==> config.mk <==
export PLATFORM = sky130hd
export DESIGN_NAME = priority_scan_encoder
export DESIGN_NICKNAME = d
export VERILOG_FILES = /design/src/rtl/pse_pkg.sv /design/src/rtl/priority_encoder_n.sv /design/src/rtl/priority_scan_encoder.sv
export SDC_FILE = /design/constraint.sdc
export NUM_CORES = 1
export LEC_CHECK = 0
export CAP_MARGIN = 20
export CORE_UTILIZATION = 45
export CTS_CLUSTER_SIZE = 30
export DETAILED_ROUTE_END_ITERATION = 10
export PLACE_DENSITY_LB_ADDON = 0.1
export RECOVER_POWER = 100
export SETUP_SLACK_MARGIN = 0.15
export SLEW_MARGIN = 10
export SYNTH_ARGS = -nofsm -noshare
export SYNTH_HDL_FRONTEND = slang
export SYNTH_SLANG_ARGS = --single-unit
==> constraint.sdc <==
create_clock -name clk -period 1.4 [get_ports clk]
set_input_delay 0.28 -clock clk [delete_from_list [all_inputs] [get_ports clk]]
set_output_delay 0.28 -clock clk [all_outputs]
set_load 0.02 [all_outputs]
==> src/rtl/pse_pkg.sv <==
// Shared types and helpers for the priority scan encoder.
package pse_pkg;

   typedef enum logic {
      PSE_IDLE = 1'b0,
      PSE_EMIT = 1'b1
   } pse_state_e;

   // Ceiling log2 used to size index outputs; callers guarantee n >= 2.
   function automatic int unsigned clog2(input int unsigned n);
      int unsigned r;
      r = 0;
      while ((64'd1 << r) < 64'(n)) r++;
      return r;
   endfunction

endpackage

==> src/rtl/priority_encoder_n.sv <==
// Combinational highest-set-bit finder: idx is the top set index of in, any = |in.
module priority_encoder_n
   import pse_pkg::*;
#(
   parameter int unsigned WIDTH = 8,
   localparam int unsigned IDX_W = clog2(WIDTH)
) (
   input  logic [WIDTH-1:0] in,
   output logic [IDX_W-1:0] idx,
   output logic             any
);

   // Ascending scan so the highest set bit is the last to write idx.
   always_comb begin
      idx = '0;
      for (int i = 0; i < int'(WIDTH); i++) begin
         if (in[i]) idx = IDX_W'(i);
      end
      any = |in;
   end

endmodule

==> src/rtl/priority_scan_encoder.sv <==
// Registered priority scan encoder: emits the index of each set request bit, highest first.
// Optional `last` output enabled by defining PSE_LAST_EN.
module priority_scan_encoder
   import pse_pkg::*;
#(
   parameter int unsigned WIDTH = 8,
   localparam int unsigned IDX_W = clog2(WIDTH)
) (
   input  logic             clk,
   input  logic             rst_n,
   input  logic             in_valid,
   output logic             in_ready,
   input  logic [WIDTH-1:0] D,
   output logic             out_valid,
   input  logic             out_ready,
   output logic [IDX_W-1:0] Y,
   output logic             V
`ifdef PSE_LAST_EN
   ,
   output logic             last
`endif
);

   pse_state_e       state_q, state_d;
   logic [WIDTH-1:0] pend_q, pend_d;
   logic [IDX_W-1:0] y_d;
   logic             any_d;

   // Next state and next pending set; Y/V are the registered view of pend_q.
   always_comb begin
      state_d = state_q;
      pend_d  = pend_q;
      unique case (state_q)
         PSE_IDLE: begin
            if (in_valid) begin
               pend_d  = D;
               state_d = PSE_EMIT;
            end
         end
         PSE_EMIT: begin
            if (out_ready) begin
               pend_d = pend_q & ~(WIDTH'(1) << Y);
               if (!V || (pend_d == '0)) state_d = PSE_IDLE;
            end
         end
         default: state_d = PSE_IDLE;
      endcase
   end

   // Decode on the next pending set so Y/V/last land in the same cycle as pend_q.
   priority_encoder_n #(.WIDTH(WIDTH)) u_enc (
      .in  (pend_d),
      .idx (y_d),
      .any (any_d)
   );

`ifdef PSE_LAST_EN
   logic last_d;
   always_comb begin
      last_d = (state_d == PSE_EMIT) &&
               (!any_d || ((pend_d & (pend_d - WIDTH'(1))) == '0));
   end
`endif

   always_ff @(posedge clk or negedge rst_n) begin
      if (!rst_n) begin
         state_q   <= PSE_IDLE;
         pend_q    <= '0;
         in_ready  <= 1'b1;
         out_valid <= 1'b0;
         Y         <= '0;
         V         <= 1'b0;
`ifdef PSE_LAST_EN
         last      <= 1'b0;
`endif
      end else begin
         state_q   <= state_d;
         pend_q    <= pend_d;
         in_ready  <= (state_d == PSE_IDLE);
         out_valid <= (state_d == PSE_EMIT);
         Y         <= y_d;
         V         <= any_d;
`ifdef PSE_LAST_EN
         last      <= last_d;
`endif
      end
   end

endmodule
==> impl_metrics.py <==
metrics = {
    "timing": {
        "hold_violations": 0,
        "fin_crit_ns": 1.639,
        "finalClockSkew_ns": 0.01307,
        "grt_setup_unrepaired": "true",
        "fin_ws_ns": -0.2394,
        "tightest_slew_ns": 0.7969,
        "fmax_ghz": 0.6100,
        "finalSetupViolCount": 8,
        "max_slew_margin": 0.4687,
        "fin_crit_sh": 1.171,
        "drv_slew": 0,
        "whs_ns": 0.5584,
    },
    "route": {
        "wl_per_cell_um": 16.98,
        "num_vias": 953,
        "finalWirelength_um": 2717,
        "via_per_inst": 5.956,
        "drc": 0,
        "antenna_left": 0,
        "dr.pass1.iters": 4,
        "drtIter0Drc": 20,
    },
    "die": {
        "die_w_um": 46.31,
        "core_um2": 1783,
        "chipHeight_um": 46.31,
        "rows": 15,
        "dieArea_um2": 2144,
        "pin_count": 18,
        "initial_core_util": 0.4954,
    },
    "clocking": {
        "clk_path_buf_depth": 2,
        "htree_levels": 1,
        "cts.clk_slew.worst_paths_ns": 0.09,
        "cts_tree": "built",
        "cts_root_buf": "clkbuf_4",
        "ctsHoldBuffers": 0,
        "cts.sinks": 14,
        "cts_buffers": 3,
        "clk_latency_ns": 0.30,
    },
    "placement": {
        "finalWeightedCongestion": 0.8278,
        "dpl.hpwl_um": 1680,
        "port-buffer-count": 17,
        "pre_cts_slack_ns": -0.5108,
    },
    "setup_path": {
        "required_ns": 1.62,
        "worstSetupPathType": "flop to flop",
        "cp_data_arrival_time_ns": 1.86,
        "cp-end-kind": "flop",
        "critPathLaunchType": "flop",
        "critPathSlowestCell": "dfrtp_2",
        "worstPathCellList": "buf_4, clkbuf_16, nor4bb_1, o22ai_1, a22oi_1, o211ai_1",
        "slowest_delay_ns": 0.44,
        "crit_fanout": 6,
    },
    "global_route": {
        "grt_max_degree": 15,
        "antenna_found_initial": 0,
        "grt_overflow": 0,
        "grt_use_total": 0.2709,
        "grt_pass1_wl_um": 3870,
        "grt_pass1_vias": 851,
    },
    "yosys": {
        "synth_area_leaders": "dfrtp_1, o211ai_1, nand2_1",
        "syn_area_um2": 883.3,
        "synth_top_area_cell": "dfrtp_1",
        "postSynth.asyncResetShare": 1.000,
        "ys_seq_area_frac": 0.3980,
        "synth_top_area_share": 0.3683,
        "synth_warnings": 0,
        "synth-edff-count": 0,
        "syn_inst": 89,
        "syn_area_per_cell_um2": 9.925,
        "ys.flop_type": "dfrtp_1",
        "synth_seq_cells": 14,
        "synth_nets": 101,
        "synth.distinct_cells": 40,
    },
    "cells_and_area": {
        "final_nets": 148,
        "final_util": 0.7804,
        "n_antenna_cell": 0,
        "layout-drive-gt1-share": 0.4222,
        "area_growth_pct": 57.51,
        "layout.cells.most_common": "buf_4",
        "final_cell_mix": "buf_4, buf_6, dfrtp_1, nand2_1, clkdlybuf4s50_1",
    },
    "worst_hold_path": {
        "min_path_type": "primary input to flop",
    },
    "outcome": {
        "violations": "negative setup slack",
        "status": "complete, but fails checks",
    },
    "power_and_ir_drop": {
        "p_total_mw": 3.122,
        "max-vdd-ir-drop_uv": 1615,
        "p_per_area_nw_per_um2": 2244,
        "p_leak_nw": 0.6298,
    },
    "job": {
        "drv_cap": 0,
    },
}
flip-flops by register name, summed over array words and instances (netlist names):
name / flops
V: 1
Y: 3
in_ready: 1
state_q: 1
pend_q: 8
final cells by class:
type	count	area (um^2)
timing repair buffer	47	437.9
fill	129	391.6
inverter	6	22.52
multi-input combinational	64	506.7
tap	25	31.28
sequential	14	356.6
clock buffer	4	36.28
path summary, 6_finish.rpt:
path	slack (ns)	depth (start not counted)	endpoint	start
min reg2reg	0.64	2	in_ready$_DFF_PN1_	V$_DFF_PN0_
min in group asynchronous	0.58	2	pend_q[3]$_DFF_PN0_	rst_n
max	-0.24	6	Y[0]$_DFF_PN0_	Y[0]$_DFF_PN0_
max in group asynchronous	0.26	2	state_q$_DFF_PN0_	rst_n
min	0.56	3	in_ready$_DFF_PN1_	out_ready
max reg2reg	-0.24	6	Y[0]$_DFF_PN0_	Y[0]$_DFF_PN0_
worst max-delay path, delay by kind of cell (launching register included):
kind            cells  cell delay, ns
compound gates      3            0.70
flops               1            0.44
buf+inv             2            0.30
simple gates        1            0.12
where the power goes:
| group | total [mW] | switching, mW | internal [mW] |
|---|---|---|---|
| Combinational | 2.07 | 0.938 | 1.13 |
| Sequential | 0.754 | 0.154 | 0.599 |
| Clock | 0.302 | 0.143 | 0.159 |
timing repair:
action,4_1_cts,5_1_grt
pin swaps,4,7
resized for setup,38,14
endpoints found under the setup margin,15,18
hold endpoints to repair,0,0
buffers inserted,10,3
gates cloned,0,1
cells in the mapped netlist (2+ instances only):
library cell  instances
nor2_1                2
buf_6                 2
o22ai_1               2
nand3b_1              3
and2_1                4
o21ai_1               2
a21oi_1               4
dfrtp_1              13
nand4_1               2
and4b_1               2
or3b_1                2
o211ai_1              6
mux2i_1               3
buf_2                 2
nand2_1              10
inv_1                 6
stage by stage:
step	cell area (um^2)	instances	setup TNS [ns]
floorplan	892.1	89	-0.3800
global placement	1170	142	-3.727
detailed placement	1170	142	-3.721
CTS	1310	156	-0.6883
global route	1391	160	-1.480
finish	1391	160	-1.044
cell families after synthesis:
family | share of synthesized area
compound gates | 0.2295
buf+inv | 0.07082
flops | 0.3980
mux | 0.05099
simple gates | 0.2507
routing by layer:
metal,track usage,share of wire
met2,0.4444,0.52
met1,0.3358,0.39
met4,0.1471,0.023
met5,0,0
met3,0.04314,0.063
No activity file was read; power rests on OpenSTA's default activity.
